**src/rtl/main_mem_grant_arbiter.sv**
```systemverilog
// Registered round-robin owner arbiter for the shared main-memory port.
// Holds the grant while the owner keeps requesting, preempts after MAX_HOLD cycles under contention.
module main_mem_grant_arbiter #(
    parameter int N_REQ    = 3,
    parameter int MAX_HOLD = 16
) (
    input  logic                                     clk,
    input  logic                                     rst,
    input  logic [N_REQ-1:0]                         req,
    output logic [N_REQ-1:0]                         grant,
    output logic [((N_REQ > 1) ? $clog2(N_REQ) : 1)-1:0] grant_id,
    output logic                                     busy,
    output logic                                     preempt
);

    localparam int ID_W = (N_REQ > 1) ? $clog2(N_REQ) : 1;
    localparam int HC_W = (MAX_HOLD > 1) ? $clog2(MAX_HOLD) : 1;
    localparam logic [HC_W-1:0] HOLD_LAST = HC_W'(MAX_HOLD - 1);
    localparam logic [ID_W-1:0] ID_LAST   = ID_W'(N_REQ - 1);

    typedef enum logic [1:0] {
        ST_IDLE = 2'd0,
        ST_OWN  = 2'd1,
        ST_GAP  = 2'd2
    } state_t;

    state_t            state_r;
    logic [ID_W-1:0]   ptr_r;
    logic [HC_W-1:0]   hold_cnt_r;
    logic [N_REQ-1:0]  grant_r;
    logic [ID_W-1:0]   grant_id_r;
    logic              busy_r;
    logic              preempt_r;

    logic              found_s;
    logic [ID_W-1:0]   winner_s;
    logic              owner_req_s;
    logic              others_s;
    logic              timeout_s;

    function automatic logic [N_REQ-1:0] to_onehot(input logic [ID_W-1:0] idx);
        logic [N_REQ-1:0] v;
        v = {N_REQ{1'b0}};
        v[idx] = 1'b1;
        return v;
    endfunction

    function automatic logic [ID_W-1:0] next_idx(input logic [ID_W-1:0] idx);
        logic [ID_W-1:0] n;
        if (idx == ID_LAST) begin
            n = {ID_W{1'b0}};
        end else begin
            n = idx + {{(ID_W-1){1'b0}}, 1'b1};
        end
        return n;
    endfunction

    // Priority search starting at ptr_r, wrapping modulo N_REQ.
    always_comb begin
        int sum;
        found_s  = 1'b0;
        winner_s = {ID_W{1'b0}};
        sum      = 0;
        for (int i = 0; i < N_REQ; i++) begin
            sum = int'(ptr_r) + i;
            if (sum >= N_REQ) begin
                sum = sum - N_REQ;
            end else begin
                sum = sum;
            end
            if (!found_s && req[sum[ID_W-1:0]]) begin
                found_s  = 1'b1;
                winner_s = sum[ID_W-1:0];
            end else begin
                found_s  = found_s;
            end
        end
    end

    // Owner status: is it still requesting, is anyone else waiting, has its hold run out.
    always_comb begin
        owner_req_s = req[grant_id_r];
        others_s    = |(req & ~grant_r);
        timeout_s   = (hold_cnt_r == HOLD_LAST);
    end

    // Arbiter FSM; every output is a register updated here.
    always_ff @(posedge clk or negedge rst) begin
        if (!rst) begin
            state_r    <= ST_IDLE;
            ptr_r      <= {ID_W{1'b0}};
            hold_cnt_r <= {HC_W{1'b0}};
            grant_r    <= {N_REQ{1'b0}};
            grant_id_r <= {ID_W{1'b0}};
            busy_r     <= 1'b0;
            preempt_r  <= 1'b0;
        end else begin
            preempt_r <= 1'b0;
            case (state_r)
                // GAP arbitrates directly so a waiting core loses only the one dead cycle.
                ST_IDLE, ST_GAP: begin
                    hold_cnt_r <= {HC_W{1'b0}};
                    if (found_s) begin
                        grant_r    <= to_onehot(winner_s);
                        grant_id_r <= winner_s;
                        busy_r     <= 1'b1;
                        state_r    <= ST_OWN;
                    end else begin
                        grant_r    <= {N_REQ{1'b0}};
                        grant_id_r <= {ID_W{1'b0}};
                        busy_r     <= 1'b0;
                        state_r    <= ST_IDLE;
                    end
                end
                ST_OWN: begin
                    if (!owner_req_s || (timeout_s && others_s)) begin
                        // A release on the timeout edge is a plain release, not a preemption.
                        preempt_r  <= owner_req_s;
                        grant_r    <= {N_REQ{1'b0}};
                        grant_id_r <= {ID_W{1'b0}};
                        busy_r     <= 1'b0;
                        ptr_r      <= next_idx(grant_id_r);
                        hold_cnt_r <= {HC_W{1'b0}};
                        state_r    <= ST_GAP;
                    end else begin
                        if (timeout_s) begin
                            hold_cnt_r <= hold_cnt_r;
                        end else begin
                            hold_cnt_r <= hold_cnt_r + {{(HC_W-1){1'b0}}, 1'b1};
                        end
                        state_r <= ST_OWN;
                    end
                end
                default: begin
                    state_r    <= ST_IDLE;
                    ptr_r      <= {ID_W{1'b0}};
                    hold_cnt_r <= {HC_W{1'b0}};
                    grant_r    <= {N_REQ{1'b0}};
                    grant_id_r <= {ID_W{1'b0}};
                    busy_r     <= 1'b0;
                end
            endcase
        end
    end

    assign grant    = grant_r;
    assign grant_id = grant_id_r;
    assign busy     = busy_r;
    assign preempt  = preempt_r;

endmodule

```
**config.mk**
```make
export PLATFORM = sky130hd
export DESIGN_NAME = main_mem_grant_arbiter
export DESIGN_NICKNAME = d
export VERILOG_FILES = /design/src/rtl/main_mem_grant_arbiter.sv
export SDC_FILE = /design/constraint.sdc
export NUM_CORES = 1
export LEC_CHECK = 0
export ABC_AREA = 1
export CORE_ASPECT_RATIO = 0.7
export CORE_MARGIN = 3
export CORE_UTILIZATION = 45
export CTS_BUF_LIST = sky130_fd_sc_hd__clkbuf_4
export DETAILED_ROUTE_END_ITERATION = 8
export PLACE_DENSITY = 0.74
export SYNTH_ARGS = -nofsm -noshare
export SYNTH_HDL_FRONTEND = slang
export SYNTH_SLANG_ARGS = --single-unit
```
**constraint.sdc**
```tcl
create_clock -name clk -period 2.9 [get_ports clk]
set_input_delay 0.87 -clock clk [delete_from_list [all_inputs] [get_ports clk]]
set_output_delay 0.87 -clock clk [all_outputs]
set_load 0.05 [all_outputs]
```
Word-level counts from Yosys, hierarchy flattened
Cells that the tools add are included.
{"block": "word_totals", "register_bits": 15, "in_bits": 5}
{"block": "classes", "n_addsub": 7, "order_cmp": 9, "eq_ne": 6, "n_mux": 39, "bitwise": 3, "reduce_logical": 12}
{"cell": "2-to-1 mux 2 bit", "n": 11}
{"cell": "< comparator 2 x 3 -> 1 bit (second input constant)", "n": 5}
{"cell": "2-to-1 mux 1 bit", "n": 13}
{"cell": "2-to-1 mux 4 bit", "n": 3}
{"cell": "one-hot mux 2 bit (2 select lines)", "n": 3}
{"cell": "binary-select mux 1 bit (select 2 bit)", "n": 4}
{"cell": ">= comparator 3 x 2 -> 1 bit (second input constant)", "n": 2}
{"cell": "2-to-1 mux 3 bit", "n": 2}
{"cell": "one-hot mux 3 bit (2 select lines)", "n": 1}
{"cell": "subtractor 2 bit (second input constant)", "n": 3}
{"cell": "adder 4 x 1 -> 4 bit (second input constant)", "n": 1}
{"cell": "== test 2 bit (second input constant)", "n": 2}
{"cell": "== test 4 bit (second input constant)", "n": 1}
{"cell": "logical AND 1 bit", "n": 4}
{"cell": "adder 2 x 1 -> 3 bit (second input constant)", "n": 1}
{"cell": "adder 2 x 2 -> 3 bit (second input constant)", "n": 1}
{"cell": "AND 3 bit", "n": 1}
{"cell": "logical NOT 1 bit", "n": 3}
{"cell": "inequality test 3 bit (second input constant)", "n": 1}
{"cell": "inverter 3 bit", "n": 1}
{"cell": "OR reduction 3 bit", "n": 1}
{"cell": "adder 2 x 1 -> 2 bit (second input constant)", "n": 1}
{"cell": "demux 1 bit (select 2 bit)", "n": 1}
{"cell": "== test 2 x 1 -> 1 bit (second input constant)", "n": 1}
{"cell": "9 further kinds", "n": 9}

Logic depth before layout (Yosys ltp)
Gate-level depths: netlist of the first run.
{"block": "logic_depth", "word_depth": 17, "ltp_mapped": 11}

Least setup slack after synthesis of the first run
No wires, ideal clock.
{"block": "synth_timing", "kind": "in2reg", "from": "input req[2]", "to": "register grant_id_r[0], in the netlist grant_id[0]", "setup_ns": 0.124, "arrival_time_ns": 1.466, "t_required_ns": 2.776, "setup_slack_ns": 1.310, "cell_stages": 8, "path_buffers": 0, "cell_sequence": "inv_2 -> o21ai_1 -> nand2_1 -> nor2_4 -> nand2_4 -> clkinv_2 -> nand2_1 -> nand2_1"}
{"block": "synth_via", "elab_chain_cells": 11}
{"element": "from (decl)", "line": "9", "source": "input logic [N_REQ-1:0] req,"}
{"element": "binary-select mux 1 bit (select 2 bit)", "line": "71", "source": "if (!found_s && req[sum[ID_W-1:0]]) begin"}
{"element": "2-to-1 mux 1 bit (implied by the code)", "line": "71"}
{"element": "2-to-1 mux 1 bit", "line": "71"}
{"element": "logical NOT 1 bit", "line": "71"}
{"element": "logical AND 1 bit", "line": "71"}
{"element": "2-to-1 mux 1 bit", "line": "71"}
{"element": "logical NOT 1 bit", "line": "71"}
{"element": "logical AND 1 bit", "line": "71"}
{"element": "2-to-1 mux 2 bit or 2-to-1 mux 1 bit (tied branches)", "line": "71"}
{"element": "2-to-1 mux 2 bit", "line": "103", "source": "if (found_s) begin"}
{"element": "one-hot mux 2 bit (2 select lines)", "line": "99", "source": "case (state_r)"}
{"element": "to (signal assigned)", "line": "94", "source": "grant_id_r <= {ID_W{1'b0}};"}
{"element": "to (signal assigned)", "line": "105", "source": "grant_id_r <= winner_s;"}
{"element": "to (signal assigned)", "line": "110", "source": "grant_id_r <= {ID_W{1'b0}};"}
{"element": "to (decl)", "line": "31", "source": "logic [ID_W-1:0] grant_id_r;"}
Parallel ways exist; a longest one is shown, timed or not. The select of a mux whose other input is x is not followed.
A chain may end at the register's enable or synchronous reset.

Final worst setup path of the first run
{"block": "layout_timing", "from": "register grant_id_r[0], in the netlist grant_id[0]", "to": "output grant_id[0] (netlist name)"}
{"element": "to (decl)", "line": "11", "source": "output logic [((N_REQ > 1) ? $clog2(N_REQ) : 1)-1:0] grant_id,"}
No word-level cell between the ends.

==> reports/results.ini, run 1 <==
[floorplanning]
start_util_pct = 51.9
fp.dieH_um = 43.5
fp-row-count = 12
pin_count = 12
dieWidth_um = 59.6
core_area_um2 = 1740
die_area_um2 = 2590

[clocking]
clk_pin_slew_ns = 0.08
cts.htree.levels = 1
cts_made_buffers = 3
clockBufferDepth = 2
insertion_delay_ns = 0.28
clock_sinks = 15
cts_tree = done
root_buffer = clkbuf_4
post_cts_buffers = 0
ctsResizeCount = 0
ctsHoldBuffers = 0

[yosys]
netlist_instances = 121
ys_types = 22
yosys_warnings = 0
ys_seq_area_share_pct = 41.5
syn-cell-area_um2 = 905
postSynthAreaPerCell_um2 = 7.48
ys_seq_elements = 15
syn_nets = 131

[setup_path]
reg2reg_slack_ns = 1.13
crit_fanout = 5
worst_setup_path_end_kind = primary output
cp-start-kind = flop
arrival_ns = 1.55
path_buf_inv = 1
max_stage_delay_ns = 0.83
worstPathCellList = clkdlybuf4s50_1
crit_family = buffers and inverters
cp.required_ns = 2.03
cpMaxStageDelayCell = clkdlybuf4s50_1
path_class = flop to primary output

[placement]
pre_cts_ws_ns = 0.604
placed_cells = 153
placed_cell_area_um2 = 1040
port_buffers = 11
gp_congestion = 0.937
detailed_place_hpwl_mm = 1.49

[layout]
fillers = 157
antennaDiodeCount = 0
layout_common_cells = nand2_1, dfrtp_1, nor2_1, inv_1, clkdlybuf4s50_1
syn_to_final_growth_pct = 18.4
nets = 147
fin_cells = 157
final_common_cell = nand2_1
layout-drive-gt1-share_pct = 14.7
final_cell_area_um2 = 1070

[min_path]
min_path_type = flop to flop

[global_route]
grt_pass1_wl_mm = 3.18
grt_max_degree = 16
grt_overflow_total = 0
grt_pass1_vias = 721
grtUsageTotal_pct = 16.3
grt_antenna_before_repair = 0

[timing]
holdWs_ns = 0.485
max_clock_freq_mhz = 414
rsz0062_at_grt = false
maxSlewViolCount = 0
hold_viol = 0
setup_slack_ns = 0.483
setup_viol = 0
tightest_slew_ns = 0.669
fin_crit_ns = 2.42
maxSlewHeadroom_pct = 55.3
setup_tns_ns = 0
skew_ns = 0.00197
period_share_pct = 83.3

[drt]
drc = 0
drt-vias-per-instance = 5.29
drt-initial-drc-count = 52
routed_wl_mm = 1.93
antenna_left = 0
drt_pass1_iterations = 7
wire_per_inst_um = 12.3
vias = 830

[outcome]
status = complete, no violations

[power_and_ir_drop]
ir_drop_v = 0.000732
p_leak_nw = 0.538
p_per_area_nw_per_um2 = 1030

[job]
maxCapViolations = 0

[layer usage]
metal	global-route usage, %	vias to the layer above	share of wire, %
met5	0	-	0
met4	4.87	0	0.72
met3	5.65	4	8.3
met2	20.0	36	39
met1	25.8	373	52
li1	-	417	-
[cells by family (layout without fill, tap and decap cells)]
family / Yosys count / count (layout) / synth area share, %
buffers and inverters: 18 / 33 / 7.61
adders and majority gates: 5 / 5 / 6.92
and+or+nand+nor: 68 / 68 / 33.5
xor gates and xnor gates: 1 / 1 / 0.968
DFF: 15 / 15 / 41.5
AOI/OAI and AO/OA: 14 / 14 / 9.54
[cell type report]
type / instances / area [um2] / share of cell area [%]
inverter: 18 / 68.8 / 6.43
timing repair buffer: 11 / 110 / 10.3
clock buffer: 4 / 30.0 / 2.80
tap: 21 / 26.3 / 2.45
sequential: 15 / 375 / 35.0
multi-input combinational: 88 / 460 / 43.0
[flip-flops by register name, indices dropped and copies added (netlist names)]
name,count
hold_cnt_r,4
ptr_r,2
grant,3
state_r,2
preempt,1
busy,1
grant_id,2
[stage by stage]
step	utilization [%]	total power [W]
global placement	59.8	0.000959
CTS	61.5	0.00110
floorplan	-	0.000806
detailed placement	59.8	0.000969
finish	61.5	0.00111
global route	61.5	0.00120
[Yosys cell counts]
master     n  area share [%]
nand2_1   37              15
dfrtp_1   15              41
nor2_1    12             5.0
inv_1     11             4.6
nand3_1    9             5.0
o21ai_1    8             4.4
inv_2      6             2.5
ha_1       5             6.9
nand4_1    2             1.4
nor2_2     2             1.4
nor3_1     2             1.1
o21ai_2    2             1.9
a211oi_2   1             1.4
a21oi_1    1            0.55
a31oi_1    1            0.69
clkinv_2   1            0.55
nand2_2    1            0.69
nand2_4    1             1.2
nor2_4     1             1.2
nor3_2     1             1.1
o21ai_0    1            0.55
xor2_1     1            0.97
[path summary, 6_finish.rpt]
kind                                               from  depth (start not counted)                       to
max in group asynchronous                           rst                          1     grant[2]$_DFFE_PN0N_
worst max register to register     ptr_r[0]$_DFFE_PN0P_                         10  grant_id[0]$_DFFE_PN0N_
worst min-delay path                   busy$_DFFE_PN0N_                          2         busy$_DFFE_PN0N_
min in group asynchronous                           rst                          1        preempt$_DFF_PN0_
worst max-delay path            grant_id[0]$_DFFE_PN0N_                          1              grant_id[0]
worst min register to register         busy$_DFFE_PN0N_                          2         busy$_DFFE_PN0N_
[where the power goes]
part           internal [W]  total [W]  leakage (nW)  switching, W
Sequential         0.000276   0.000332         0.198     0.0000556
Combinational      0.000208   0.000648         0.322      0.000440
Clock             0.0000628   0.000126        0.0184     0.0000632
Total              0.000547    0.00111         0.538      0.000559
Note: power is estimated with default switching activity, not from simulation.
==> run 2, diff against run 1 <==
--- a/config.mk
+++ b/config.mk
@@ -11,7 +11,7 @@
 export CORE_UTILIZATION = 45
 export CTS_BUF_LIST = sky130_fd_sc_hd__clkbuf_4
 export DETAILED_ROUTE_END_ITERATION = 8
-export PLACE_DENSITY = 0.74
+export PLACE_DENSITY = 0.77
 export SYNTH_ARGS = -nofsm -noshare
 export SYNTH_HDL_FRONTEND = slang
 export SYNTH_SLANG_ARGS = --single-unit
==> constraint.sdc (replaced) <==
create_clock -name clk -period 2.08 [get_ports clk]
set_input_delay 0.624 -clock clk [delete_from_list [all_inputs] [get_ports clk]]
set_output_delay 0.624 -clock clk [all_outputs]
set_load 0.05 [all_outputs]
==> reports/results.ini, run 2 (same netlist as run 1, synthesis figures left out) <==
[layout]
seqCellArea_um2 = 375  ; unchanged
layout-drive-gt1-share_pct = 20.4  ; +5.7 points
antennaDiodeCount = 0  ; unchanged
fillers = 161  ; +2.5%
largest_reg_flops = 4  ; unchanged
layout_common_cells = nand2_1, dfrtp_1, nor2_1, inv_1, nand3_1
syn_to_final_growth_pct = 17.3
multi_input_area_um2 = 460  ; unchanged
final_common_cell = nand2_1
nets = 148  ; +0.68%
largest-register = hold_cnt_r

[timing]
period_share_pct = 85.1
tightest_slew_ns = 0.224  ; -0.445 ns
maxSlewHeadroom_pct = 85.0  ; +30 points
skew_ns = 0.00584  ; +0.00387 ns
setup_viol = 0  ; unchanged
rsz0062_at_grt = false
setup_tns_ns = 0  ; unchanged
hold_viol = 0  ; unchanged
maxSlewViolCount = 0  ; unchanged
holdWs_ns = 0.494  ; +0.00849 ns
fin_crit_ns = 1.77
max_clock_freq_mhz = 565

[setup_path]
path_buf_inv = 2  ; +1
max_stage_delay_ns = 0.54  ; -0.29 ns
worst_setup_path_end_kind = flop
cp-start-kind = primary input
r2r_cells = 11  ; +1
path_class = primary input to flop
arrival_ns = 1.98  ; +0.43 ns
worstPathCellList = clkdlybuf4s50_1 > inv_2 > o21ai_1 > nand2_1 > nor2_4 > nand2_4 > nand2_2 > nand2_1 > o21ai_1
cp.required_ns = 2.29  ; +0.26 ns
cpMaxStageDelayCell = clkdlybuf4s50_1
crit_fanout = 9  ; +4
crit_family = buffers and inverters
crit_cells = 9  ; +8

[global_route]
grtUsageTotal_pct = 16.6  ; +0.28 points
grt_overflow_total = 0  ; unchanged
grt_antenna_before_repair = 0  ; unchanged
grt_pass1_vias = 723  ; +0.28%
grt_pass1_wl_mm = 3.22  ; +1.1%
grt_max_degree = 16  ; unchanged

[floorplanning]
fp-row-count = 12  ; unchanged
dieWidth_um = 59.6  ; unchanged
start_util_pct = 51.9  ; unchanged
pin_count = 12  ; unchanged
die_area_um2 = 2590  ; unchanged
core_area_um2 = 1740  ; unchanged
fp.dieH_um = 43.5  ; unchanged

[clocking]
post_cts_buffers = 0  ; unchanged
cts_tree = done
ctsResizeCount = 0  ; unchanged
root_buffer = clkbuf_4
clockBufferDepth = 2  ; unchanged
cts.htree.levels = 1  ; unchanged
clk_pin_slew_ns = 0.09  ; about the same
cts_made_buffers = 3  ; unchanged
clock_sinks = 15  ; unchanged
ctsHoldBuffers = 0  ; unchanged
insertion_delay_ns = 0.28  ; about the same

[drt]
wl_met1_um = 981  ; -2.1%
drt_pass1_iterations = 4  ; -3
vias = 811  ; -2.3%
antenna_left = 0  ; unchanged
routed_wl_mm = 1.88  ; -2.8%
drt-vias-per-instance = 5.13  ; -2.9%
drc = 0  ; unchanged
wl_met2_um = 758  ; +0.13%
routed-wl-met3_um = 130  ; -19%
top_layer = met4
wire_per_inst_um = 11.9  ; -3.5%
drt-initial-drc-count = 33  ; -37%

[job]
maxCapViolations = 0  ; unchanged

[power_and_ir_drop]
ir_drop_v = 0.000984  ; +35%
p_leak_nw = 0.555  ; +3.0%
p_total_w = 0.00152  ; +38%
p_per_area_nw_per_um2 = 1440  ; +39%

[placement]
port_buffers = 11  ; unchanged
gp_congestion = 0.950  ; +1.4%
detailed_place_hpwl_mm = 1.51  ; +2.0%

[min_path]
min_path_type = flop to flop
whs_path_depth = 2  ; unchanged

[outcome]
status = complete, no violations

## run 2: changes by cell type in the layout (fill, tap and decap cells not counted), sizes merged
cell | before | now
buf | 0 | 8
clkdlybuf4s50 | 11 | 4
## run 2: per-layer routing
metal | track usage [%] | up-vias
met5 | 0 | -
met4 | 2.65 | 0
met3 | 7.44 | 3
met2 | 21.6 | 24
met1 | 25.2 | 369
li1 | - | 415
## run 2: final cells by class
type                            instances  share of cell area, %
Inverter                               18                   6.49
Clock buffer                            4                   2.83
Tap cell                               21                   2.48
Sequential cell                        15                   35.4
Multi-Input combinational cell         88                   43.4
Timing Repair Buffer                   12                   9.43
## run 2: path summary, 6_finish.rpt
check	slack, ns	end	from
max in group asynchronous	1.26	hold_cnt_r[2]$_DFFE_PN0P_	rst
min	0.49	busy$_DFFE_PN0N_	busy$_DFFE_PN0N_
max reg2reg	0.36	grant[0]$_DFFE_PN0N_	ptr_r[0]$_DFFE_PN0P_
min reg2reg	0.49	busy$_DFFE_PN0N_	busy$_DFFE_PN0N_
min in group asynchronous	0.65	hold_cnt_r[0]$_DFFE_PN0P_	rst
max	0.31	ptr_r[0]$_DFFE_PN0P_	req[2]
## run 2: worst register-to-register path, stage by stage, from the launching register on
cell,delay [ns]
dfrtp_1,0.42
inv_1,0.08
ha_1,0.39
inv_2,0.06
nand2_1,0.06
nand2_1,0.09
nand2_1,0.12
nand2_1,0.07
o21ai_2,0.17
nor2_1,0.07
nand2_1,0.05
nand2_1,0.05
## run 2: metrics by stage
step           utilization (%)  instance area (um2)  setup slack [ns]  std cells
2_1_floorplan                -                  905             0.569        121
3_3_place_gp              59.2                 1030            0.0935        154
3_5_place_dp              59.2                 1030            0.0217        154
4_1_cts                   60.9                 1060             0.316        158
5_1_grt                   60.9                 1060             0.199        158
6_report                  60.9                 1060             0.309        158
## run 2: report_power, final
part / leakage, nW / switching (W) / internal, W
clock: 0.0184 / 0.0000878 / 0.0000875
sequential: 0.198 / 0.0000834 / 0.000385
combinational: 0.338 / 0.000601 / 0.000279
total: 0.555 / 0.000772 / 0.000752
